### src/rtl/gelato_fetch_arbiter.sv
// Round-robin instruction-fetch arbiter.
// Picks one eligible warp per cycle and presents it on a single registered
// valid/ready request slot. Each warp may have at most one fetch outstanding,
// tracked by a per-warp in-flight bit that is set on grant and cleared by a
// response or a flush.
module gelato_fetch_arbiter #(
  parameter int unsigned NUM_WARPS = 8,
  parameter int unsigned PC_WIDTH  = 32,
  parameter int unsigned WID_WIDTH = $clog2(NUM_WARPS)
) (
  input  logic                          clk,
  input  logic                          rst_n,
  input  logic                          rdy,
  input  logic [NUM_WARPS-1:0]          warp_active,
  input  logic [NUM_WARPS*PC_WIDTH-1:0] warp_pc,
  output logic                          fetch_valid,
  input  logic                          fetch_ready,
  output logic [WID_WIDTH-1:0]          fetch_warp_id,
  output logic [PC_WIDTH-1:0]           fetch_pc,
  input  logic                          resp_valid,
  input  logic [WID_WIDTH-1:0]          resp_warp_id,
  input  logic                          flush_valid,
  input  logic [WID_WIDTH-1:0]          flush_warp_id,
  output logic [NUM_WARPS-1:0]          inflight
);

  // Warp count widened by one bit so ids and sums can be compared against it.
  localparam logic [WID_WIDTH:0]   NumWarpsW = (WID_WIDTH + 1)'(NUM_WARPS);
  // Pointer resets to the last warp so that warp 0 wins the first search.
  localparam logic [WID_WIDTH-1:0] RrReset   = WID_WIDTH'(NUM_WARPS - 1);

  // Registered state
  logic                 valid_q,    valid_d;
  logic [WID_WIDTH-1:0] wid_q,      wid_d;
  logic [PC_WIDTH-1:0]  pc_q,       pc_d;
  logic [NUM_WARPS-1:0] inflight_q, inflight_d;
  logic [WID_WIDTH-1:0] rr_ptr_q,   rr_ptr_d;

  // Decoded control
  logic                 resp_ok;
  logic                 flush_ok;
  logic [NUM_WARPS-1:0] resp_clr;
  logic [NUM_WARPS-1:0] flush_clr;
  logic                 slot_flush;
  logic                 accept;
  logic                 slot_free;
  logic                 load_en;
  logic [NUM_WARPS-1:0] eligible;
  logic                 grant_found;
  logic [WID_WIDTH-1:0] grant_id;
  logic [WID_WIDTH:0]   cand;
  logic                 grant;
  logic [NUM_WARPS-1:0] grant_onehot;

  // Per-warp PC view of the flat input bus
  logic [PC_WIDTH-1:0]  pc_arr [NUM_WARPS];

  for (genvar i = 0; i < NUM_WARPS; i++) begin : g_pc_unpack
    assign pc_arr[i] = warp_pc[i*PC_WIDTH +: PC_WIDTH];
  end

  // Qualify response/flush: ignored while stalled or when the id is out of range.
  always_comb begin
    resp_ok   = rdy & resp_valid  & ({1'b0, resp_warp_id}  < NumWarpsW);
    flush_ok  = rdy & flush_valid & ({1'b0, flush_warp_id} < NumWarpsW);
    resp_clr  = '0;
    flush_clr = '0;
    if (resp_ok) begin
      resp_clr[resp_warp_id] = 1'b1;
    end
    if (flush_ok) begin
      flush_clr[flush_warp_id] = 1'b1;
    end
  end

  // Slot bookkeeping: a flush of the warp sitting in the slot cancels it, even
  // if the fetch unit is ready in the same cycle.
  always_comb begin
    slot_flush = valid_q & flush_ok & (flush_warp_id == wid_q);
    accept     = rdy & valid_q & fetch_ready & ~slot_flush;
    slot_free  = ~valid_q | accept;
    load_en    = rdy & slot_free & ~slot_flush;
    // A warp being flushed this cycle is not granted; the flush wins.
    eligible   = warp_active & ~inflight_q & ~flush_clr;
  end

  // Round-robin search starting one past the last grant, wrapping at NUM_WARPS.
  always_comb begin
    grant_found = 1'b0;
    grant_id    = '0;
    cand        = '0;
    for (int unsigned k = 1; k <= NUM_WARPS; k++) begin
      cand = {1'b0, rr_ptr_q} + k[WID_WIDTH:0];
      if (cand >= NumWarpsW) begin
        cand = cand - NumWarpsW;
      end
      if (!grant_found && eligible[cand[WID_WIDTH-1:0]]) begin
        grant_found = 1'b1;
        grant_id    = cand[WID_WIDTH-1:0];
      end
    end
  end

  // One-hot form of the winning warp for the in-flight set.
  always_comb begin
    grant        = load_en & grant_found;
    grant_onehot = '0;
    if (grant) begin
      grant_onehot[grant_id] = 1'b1;
    end
  end

  // Next-state for the request slot, in-flight flags and round-robin pointer.
  always_comb begin
    valid_d    = valid_q;
    wid_d      = wid_q;
    pc_d       = pc_q;
    inflight_d = inflight_q;
    rr_ptr_d   = rr_ptr_q;
    if (rdy) begin
      if (slot_flush) begin
        valid_d = 1'b0;
      end else if (slot_free) begin
        valid_d = grant_found;
        if (grant_found) begin
          wid_d = grant_id;
          pc_d  = pc_arr[grant_id];
        end
      end
      inflight_d = (inflight_q & ~(resp_clr | flush_clr)) | grant_onehot;
      if (grant) begin
        rr_ptr_d = grant_id;
      end
    end
  end

  // State registers with asynchronous active-low reset.
  always_ff @(posedge clk or negedge rst_n) begin
    if (!rst_n) begin
      valid_q    <= 1'b0;
      wid_q      <= '0;
      pc_q       <= '0;
      inflight_q <= '0;
      rr_ptr_q   <= RrReset;
    end else begin
      valid_q    <= valid_d;
      wid_q      <= wid_d;
      pc_q       <= pc_d;
      inflight_q <= inflight_d;
      rr_ptr_q   <= rr_ptr_d;
    end
  end

  assign fetch_valid   = valid_q;
  assign fetch_warp_id = wid_q;
  assign fetch_pc      = pc_q;
  assign inflight      = inflight_q;

endmodule

### config.mk
export PLATFORM = sky130hd
export DESIGN_NAME = gelato_fetch_arbiter
export DESIGN_NICKNAME = d
export VERILOG_FILES = /design/src/rtl/gelato_fetch_arbiter.sv
export SDC_FILE = /design/constraint.sdc
export NUM_CORES = 1
export LEC_CHECK = 0
export CAP_MARGIN = 20
export CORE_ASPECT_RATIO = 0.6
export CORE_MARGIN = 2
export CORE_UTILIZATION = 42
export CTS_BUF_LIST = sky130_fd_sc_hd__clkbuf_2
export DETAILED_ROUTE_END_ITERATION = 7
export HOLD_SLACK_MARGIN = 0.05
export PLACE_DENSITY_LB_ADDON = 0.15
export SYNTH_ARGS = -nofsm -noshare
export SYNTH_HDL_FRONTEND = slang
export SYNTH_SLANG_ARGS = --single-unit
### constraint.sdc
create_clock -name clk -period 9.7 [get_ports clk]
set_input_delay 0.97 -clock clk [delete_from_list [all_inputs] [get_ports clk]]
set_output_delay 0.97 -clock clk [all_outputs]
set_load 0.05 [all_outputs]
### Yosys cells after proc, flatten, opt, wreduce, memory -nomap -nowiden

Index checks and enable logic that the tools add are counted.

* flip-flop bits (word level): 47

* add/sub/neg operators: 16
* $lt $le $gt $ge: 23
* eq/ne operators: 1
* mux-type cells: 54
* bitwise operators: 22
* reduce and logical (&&, ||, !) cells: 21

Operators with widths (count)
* 32-bit binary-select mux with 3-bit select: 1
* 32-bit two-way mux: 2
* 3-bit two-way mux: 16
* 3-bit by 4-bit < comparator with 1-bit output, second input constant: 11
* 4-bit >= comparator, second input constant: 9
* 8-bit bitwise AND: 3
* 1-bit binary-select mux with 3-bit select: 8
* 8-bit two-way mux: 3
* 8-bit NOT: 3
* 3-bit by 1-bit subtractor with 3-bit output, second input constant: 8
* 1-bit two-way mux: 21
* 3-bit by 3-bit adder with 4-bit output, second input constant: 4
* 8-bit OR: 2
* 1-bit bitwise AND: 10
* 1-bit logical AND: 10
* 1-bit demux with 3-bit select: 3
* 3-bit by 1-bit >= comparator with 1-bit output, second input constant: 3
* 3-bit by 2-bit adder with 4-bit output, second input constant: 2
* 1-bit logical NOT: 7
* 3-bit by 1-bit adder with 4-bit output, second input constant: 1
* 3-bit by 4-bit adder with 4-bit output, second input constant: 1
* 3-bit NOT with 4-bit output: 1
* 2-bit AND reduction: 2
* 4-bit AND reduction: 1
* other kinds (4): 5

### Logic depth before layout (Yosys ltp)

Gate-level depths: netlist of run 1.

* word-level depth: 37
* depth in mapped cells: 15

### Least setup slack after synthesis of run 1

Ideal clock, no wire load.

* path type: input port to flip-flop
* start: input rdy
* end: register pc_q[16] (netlist: fetch_pc[16])
* arrival time: 4.047 ns
* data required time: 9.574 ns
* setup slack: 5.527 ns
* stages on the path: 14
* cells stage by stage: buf_2 > nand3_2 > o21ai_1 > mux2i_1 > mux4_2 > or4b_1 > buf_2 > a211oi_1 > a211o_1 > buf_6 > buf_6 > nor2_1 > clkbuf_1 > a221o_1

* longest elaborated chain between the ends: 32
* elaborated cells between the ends (all ways): 62
* those cells by class: mux (36); bitwise (11); reduce/logical (15)

RTL lines
* start: declaration: RTL line 13 `input logic rdy,`
* 1-bit bitwise AND: RTL line 65 `flush_ok = rdy & flush_valid & ({1'b0, flush_warp_id} < NumWarpsW);`
* 8-bit two-way mux: RTL line 71 `if (flush_ok) begin`
* 8-bit NOT: RTL line 84 `eligible = warp_active & ~inflight_q & ~flush_clr;`
* 8-bit bitwise AND: RTL line 84
* 1-bit binary-select mux with 3-bit select: RTL line 97 `if (!grant_found && eligible[cand[WID_WIDTH-1:0]]) begin`
* 1-bit two-way mux (implied by the code): RTL line 97
* 1-bit two-way mux: RTL line 97
* 1-bit logical NOT: RTL line 97
* [... 15 more ...]
* 1-bit logical AND: RTL line 97
* 1-bit two-way mux: RTL line 97
* 1-bit logical NOT: RTL line 97
* 1-bit logical AND: RTL line 97
* 3-bit two-way mux: RTL line 97
* 3-bit NOT with 4-bit output (implied by the code): RTL line 127 `pc_d = pc_arr[grant_id];`
* 32-bit binary-select mux with 3-bit select: RTL line 127
* 32-bit two-way mux (implied by the code) (2 in series): RTL line 127
* end signal: assignment: RTL line 148 `pc_q <= pc_d;`
* end: declaration: RTL line 35 `logic [PC_WIDTH-1:0] pc_q, pc_d;`

Several ways; a longest one is shown, not always the timed one. The select of a mux whose other input is x is not followed.
A chain may end at the register's enable or synchronous reset.

### Worst setup path after layout of run 1

* start: input rdy
* end: register pc_q[8] (netlist: fetch_pc[8])

The elaborated chain is that of the path after synthesis.

==> results_dict.tcl, run 1 <==
set metrics [dict create \
    timing.critical_path.from_type "input pin" \
    post-cts-setup-buffers 0 \
    path_clk_slew_ns 0.27 \
    grt_antenna_before_repair 0 \
    mappedNetlistNets 818 \
    fp.dieArea_um2 13600 \
    fin_tns_setup_ns 0 \
    antenna_cells_inserted 0 \
    cts-hold-fix-buffers 0 \
    cts_num_sinks 47 \
    worst-endpoint-arrival_ns 6.08 \
    synthArstFlopShare_pct 100 \
    synthToLayoutAreaGrowth_pct 61.5 \
    timing.hold.worst_path_depth 2 \
    ys_warn_count 0 \
    min-delay-start "fetch_pc[31]" \
    setup_repair_after_global_routing_missed_its_margin "false" \
    finalHoldWorstSlack_ns 0.532 \
    place_inst 988 \
    avgViaCountPerCell 5.80 \
    num_io_pins 320 \
    ys_seq_area_share_pct 22.2 \
    clock_path_buffers 2 \
    r2r-end "fetch_pc[8]" \
    io_buffer_count 319 \
    die_w_um 149 \
    crit_top_cell "sky130_fd_sc_hd__mux2i_1" \
    outcome "complete, no violations" \
    placeable_core_region_um2 12200 \
    drt_iter0_drc 353 \
    initial_standard_cell_utilization_of_the_core_pct 43.6 \
    die_y_um 91.1 \
    finalSetupViolCount 0 \
    first_pass_grt_wire_length_um 32300 \
    count_of_flip_flops_with_a_built_in_enable_after_synthesis 0 \
    timing.critical_path.slowest_stage_cell "sky130_fd_sc_hd__or4b_1" \
    ys_seq_elements 47 \
    dpl_worst_slack_ns 3.62 \
    path_buf_inv 2 \
    final.setup_skew_ns 0.0193 \
    reg2reg_slack_ns 4.20 \
    reg2regPathDepth 11 \
    post_cts_resized 0 \
    first_global_vias 5796 \
    timing_worst_slew_pin_value_ns 1.12 \
    layout_cell_share_with_drive_strength_beyond_1_pct 9.03 \
    cts_made_buffers 5 \
    top_ff_cell_synth "sky130_fd_sc_hd__dfrtp_1" \
    slowest_delay_ns 0.71 \
    crit_type "in -> reg" \
    nets 1108 \
    root_buffer "sky130_fd_sc_hd__clkbuf_2" \
    ys_types 64 \
    layoutNonFillerInstCount 996 \
    ant_nets 0 \
    tritoncts "built" \
    mappedNetlistArea_um2 5310 \
    globalplace.congestion 0.969 \
    mean_instance_size_in_the_synthesized_netlist_um2 9.83 \
    max_cap_viol_count 0 \
    drt_first_pass_iters 5 \
    post-route-drc-count 0 \
    hold_path_class "reg -> reg" \
    postSynthCellCount 540 \
    layout_setup_ws_ns 4.02 \
    h-tree-depth 2 \
    worst_setup_path_end_kind "flop" \
    grtUsageTotal_pct 30.7 \
    worst_skew_pair.late_latency_ns 0.46 \
    holdPathEnd "fetch_pc[31]" \
    rows 31 \
    min_period_over_period_pct 58.6 \
    crit_path_max_fanout 53 \
    reg2reg_from "rr_ptr_q[0]" \
    critical_path.cell_chain "clkdlybuf4s50_1 > nand3_2 > o21ai_2 > mux2i_1 > mux4_2 > or4b_1 > a211oi_1 > a211o_4 > buf_4 > mux2i_1 > a22o_1 > o31ai_2" \
    number_of_max_slew_violations_in_the_final_report 0 \
    route.detailed.wl_per_inst_um 21.7 \
    vias 5778 \
    dpl.hpwl_um 17500 \
    layout_min_cycle_time_ns 5.68 \
    wirelength_um 21600 \
    worst-endpoint-required_ns 10.10 \
    maximum_number_of_pins_on_one_net_before_global_route_repair 54 \
    slew_headroom_pct 25.2 \
    critPathTopFamily "compound AO/OA/AOI/OAI gates" \
    grt_overflow 0 \
    hold_violations 0 \
    max_clock_freq_ghz 0.176 \
]
-- through the flow --
step	utilization (%)	instance area (um^2)
after floorplan	-	5310
after global placement	70.0	8530
after detailed placement	70.1	8540
after CTS	70.4	8580
after global routing	70.4	8580
final	70.4	8580
-- worst min-delay path: stages, from the launching register on --
cell and delay [ns]:
sky130_fd_sc_hd__dfrtp_1 0.41, sky130_fd_sc_hd__nand2_1 0.06, sky130_fd_sc_hd__o31ai_2 0.05
-- cells in the final DEF (no fill, tap or decap), drive strengths merged, types with 3 or more instances in the layout --
master           n
nand3            4
a221o           12
nor2            20
nand2           39
mux2             7
mux2i          161
dfrtp           44
and2            11
clkdlybuf4s50  318
mux4            11
a21oi           16
nand2b           8
dfstp            3
o31ai           23
buf              8
o21ai           15
a22o            46
o22ai            3
nor2b           10
inv              7
o211ai           6
clkbuf           6
xor2             5
nor3             8
a211oi           3
-- flip-flops by register name, summed over array words and instances (netlist names) --
name	count
fetch_valid	1
fetch_pc	32
fetch_warp_id	3
rr_ptr_q	3
inflight	8
-- logic make-up after synthesis --
kind of cell	Yosys count	share of synthesized area, %
AOI/OAI and AO/OA	143	23.0
xor gates and xnor gates	7	1.15
adders and majority gates	2	0.471
buffers and inverters	50	5.49
DFF	47	22.2
muxes	179	36.5
and+or+nand+nor	112	11.1
-- per-layer routing --
metal	share of wire [%]	GRT usage [%]	vias to the layer above
met5	0	0	-
met4	2.2	7.70	0
met3	9.6	8.99	30
met2	47	49.2	272
met1	41	40.7	2810
li1	-	-	2666
-- Yosys cell counts (2+ instances only) --
cell type                     n  share of area (%)
sky130_fd_sc_hd__clkbuf_1    14               0.99
sky130_fd_sc_hd__buf_2       14                1.3
sky130_fd_sc_hd__a22o_1      46                7.6
sky130_fd_sc_hd__nand2b_1     8               0.94
sky130_fd_sc_hd__nand2_1     39                2.8
sky130_fd_sc_hd__xor2_1       5               0.82
sky130_fd_sc_hd__inv_1        7               0.49
sky130_fd_sc_hd__o21ai_0     10               0.94
sky130_fd_sc_hd__a211oi_1     2               0.28
sky130_fd_sc_hd__nor2b_1     10                1.2
sky130_fd_sc_hd__dfrtp_1     44                 21
sky130_fd_sc_hd__o22ai_1      3               0.35
sky130_fd_sc_hd__buf_4        5               0.71
sky130_fd_sc_hd__nor3_1       7               0.66
sky130_fd_sc_hd__and2_1      11                1.3
sky130_fd_sc_hd__a221o_1     12                2.3
sky130_fd_sc_hd__dfstp_2      3                1.5
sky130_fd_sc_hd__mux4_2      11                4.7
sky130_fd_sc_hd__o31ai_1      2               0.28
sky130_fd_sc_hd__xnor2_1      2               0.33
sky130_fd_sc_hd__o2111ai_1    2               0.33
sky130_fd_sc_hd__a31oi_1      2               0.24
sky130_fd_sc_hd__nand3_1      3               0.28
sky130_fd_sc_hd__a21oi_1     16                1.5
sky130_fd_sc_hd__o31ai_2     21                4.9
sky130_fd_sc_hd__o211ai_1     6               0.85
sky130_fd_sc_hd__nor2_1      18                1.3
sky130_fd_sc_hd__buf_6        9                1.9
sky130_fd_sc_hd__o22a_1       2               0.33
sky130_fd_sc_hd__a22oi_1      2               0.28
sky130_fd_sc_hd__ha_1         2               0.47
sky130_fd_sc_hd__o21ai_2      2               0.33
sky130_fd_sc_hd__mux2i_1    161                 30
sky130_fd_sc_hd__o21ai_1      3               0.28
sky130_fd_sc_hd__mux2_2       7                1.5
-- worst max path at each step --
| stage | from | end | depth (start not counted) |
|---|---|---|---|
| after CTS | rdy | fetch_pc[10] | 12 |
| after detailed placement | rdy | fetch_pc[8] | 12 |
| after floorplan | rdy | fetch_pc[16] | 14 |
| after global placement | rdy | fetch_pc[28] | 12 |
| final | rdy | fetch_pc[8] | 12 |
| after global routing | rdy | fetch_pc[10] | 12 |
-- layout make-up --
class                           instances  area [um^2]
Timing Repair Buffer                  326         3250
Sequential cell                        47         1180
Fill cell                             949         3600
Tap cell                              165          206
Clock inverter                          2         7.51
Multi-Input combinational cell        443         3880
Inverter                                7         26.3
Clock buffer                            6         30.0
Power of run 1 is left out: the tool's default activity adds up to more than one toggle a clock period on the data nets, which glitch-free logic cannot reach.
==> run 2: changes to the inputs <==
--- a/config.mk
+++ b/config.mk
@@ -8,7 +8,7 @@
 export CAP_MARGIN = 20
 export CORE_ASPECT_RATIO = 0.6
 export CORE_MARGIN = 2
-export CORE_UTILIZATION = 42
+export CORE_UTILIZATION = 39
 export CTS_BUF_LIST = sky130_fd_sc_hd__clkbuf_2
 export DETAILED_ROUTE_END_ITERATION = 7
 export HOLD_SLACK_MARGIN = 0.05
==> constraint.sdc (replaced) <==
create_clock -name clk -period 5.9 [get_ports clk]
set_input_delay 0.59 -clock clk [delete_from_list [all_inputs] [get_ports clk]]
set_output_delay 0.59 -clock clk [all_outputs]
set_load 0.05 [all_outputs]
==> run 2 against run 1 <==
Compared with the run above: core utilization is 3.9 points lower; flip-flop and latch count did not move; final cell count is 1.3% higher; clock skew up 0.013 ns; first-iteration DRC count fell by 4.8%; hold slack worse by 0.43 ns; sequential share of layout area shrank 0.18 points; die area increased by 7.4%; global-route usage is 2.4 points lower; routed wire length fell by 0.18%; register-to-register slack worse by 3.2 ns; largest cell class unchanged; highest routed layer unchanged.
==> results_dict.tcl, run 2 (same netlist as run 1, synthesis figures left out) <==
set metrics [dict create \
    fillerInstances 1057 \
    largest_register_ff_count 32 \
    placeable_core_region_um2 13100 \
    multi_input_area_um2 3880 \
    clock_path_buffers 2 \
    dpl.hpwl_um 17800 \
    worst_setup_path_end_kind "flop" \
    io_buffer_count 319 \
    layout_common_cells "sky130_fd_sc_hd__clkdlybuf4s50_1 (318), sky130_fd_sc_hd__mux2i_1 (161), sky130_fd_sc_hd__a22o_1 (46), sky130_fd_sc_hd__dfrtp_1 (44), sky130_fd_sc_hd__nand2_1 (39)" \
    vias 5739 \
    slew_headroom_pct 34.7 \
    post-route-drc-count 0 \
    r2r-end "fetch_pc[3]" \
    post-cts-setup-buffers 0 \
    register_area_um2 1180 \
    first_global_vias 5802 \
    rows 32 \
    synthToLayoutAreaGrowth_pct 63.6 \
    drt_iter0_drc 336 \
    min_period_over_period_pct 83.4 \
    avgViaCountPerCell 5.69 \
    antenna_cells_inserted 0 \
    h-tree-depth 2 \
    num_io_pins 320 \
    crit_path_max_fanout 33 \
    cts_num_sinks 47 \
    ant_nets 0 \
    first_pass_grt_wire_length_um 32000 \
    worst-endpoint-arrival_ns 5.26 \
    globalplace.congestion 0.955 \
    max_cap_viol_count 0 \
    fin_tns_setup_ns 0 \
    hold_violations 0 \
    grt_antenna_before_repair 0 \
    final.setup_skew_ns 0.0322 \
    wirelength_um 21600 \
    layout_cell_share_with_drive_strength_beyond_1_pct 10.1 \
    path_clk_slew_ns 0.27 \
    worst-endpoint-required_ns 6.25 \
    number_of_max_slew_violations_in_the_final_report 0 \
    reg2reg_from "rr_ptr_q[0]" \
    finalSetupViolCount 0 \
    grtUsageTotal_pct 28.3 \
    nets 1116 \
    reg2reg_slack_ns 0.98 \
    timing_worst_slew_pin_value_ns 0.976 \
    setup_repair_after_global_routing_missed_its_margin "false" \
    crit_type "reg -> reg" \
    die_w_um 155 \
    cts-hold-fix-buffers 0 \
    worst_skew_pair.late_latency_ns 0.46 \
    hold_path_class "in -> async" \
    max_clock_freq_ghz 0.203 \
    timing.critical_path.from_type "flop" \
    grt_overflow 0 \
    worst_setup_path_startpoint "rr_ptr_q[0]" \
    post_cts_resized 0 \
    route.detailed.wl_per_inst_um 21.4 \
    drt_first_pass_iters 4 \
    tritoncts "built" \
    layout_min_cycle_time_ns 4.92 \
    reg2regPathDepth 11 \
    outcome "complete, no violations" \
    die_y_um 94.4 \
    maximum_number_of_pins_on_one_net_before_global_route_repair 43 \
    fp.dieArea_um2 14600 \
    final_common_cell "sky130_fd_sc_hd__clkdlybuf4s50_1" \
    cts_made_buffers 5 \
    root_buffer "sky130_fd_sc_hd__clkbuf_2" \
    initial_standard_cell_utilization_of_the_core_pct 40.7 \
]
==> run 2: worst max path at each step <==
stage / endpoint / slack, ns / cells after the start
after floorplan: fetch_pc[16] / 2.11 / 14
after global placement: fetch_pc[20] / 0.97 / 12
after detailed placement: fetch_pc[3] / 0.75 / 12
after CTS: fetch_pc[3] / 1.02 / 11
after global routing: fetch_pc[3] / 0.75 / 11
final: fetch_pc[3] / 0.98 / 11
==> run 2: metal layers <==
layer / part of all wire, % / track usage, % / vias to the layer above / routed length, um
met5: 0 / 0 / - / 0
met4: 1.7 / 5.86 / 0 / 367
met3: 7.9 / 7.53 / 29 / 1700
met2: 47 / 46.7 / 248 / 10200
met1: 43 / 37.8 / 2778 / 9330
li1: - / - / 2684 / -
==> run 2: per-stage QoR <==
stage | utilization (%) | worst slack [ns] | std cells | cell area, um^2 | hold WS, ns
6_report | 66.6 | 0.980 | 1009 | 8690 | 0.0986
5_1_grt | 66.6 | 0.748 | 1009 | 8690 | 0.0626
4_1_cts | 66.6 | 1.02 | 1009 | 8690 | 0.0950
3_5_place_dp | 66.1 | 0.753 | 1001 | 8620 | 0.471
3_3_place_gp | 65.9 | 0.974 | 1000 | 8600 | 0.465
2_1_floorplan | - | 2.11 | 540 | 5310 | 0.294
==> run 2: layout make-up <==
type / count / share of cell area [%]
Sequential cell: 47 / 13.6
Inverter: 7 / 0.302
Clock buffer: 7 / 0.403
Multi-Input combinational cell: 443 / 44.7
Timing Repair Buffer: 334 / 38.3
Clock inverter: 1 / 0.346
Tap cell: 170 / 2.45
==> run 2: worst max-delay path, cell delays in order (launching register included) <==
cell	delay [ns]
sky130_fd_sc_hd__dfstp_2	0.88
sky130_fd_sc_hd__inv_1	0.34
sky130_fd_sc_hd__ha_1	0.70
sky130_fd_sc_hd__inv_1	0.23
sky130_fd_sc_hd__mux2i_1	0.32
sky130_fd_sc_hd__or4b_1	0.37
sky130_fd_sc_hd__a211oi_2	0.10
sky130_fd_sc_hd__o22ai_4	0.53
sky130_fd_sc_hd__buf_4	0.58
sky130_fd_sc_hd__mux2i_1	0.31
sky130_fd_sc_hd__mux2i_1	0.13
sky130_fd_sc_hd__a221o_1	0.31
Power of run 2 is left out for the same reason.
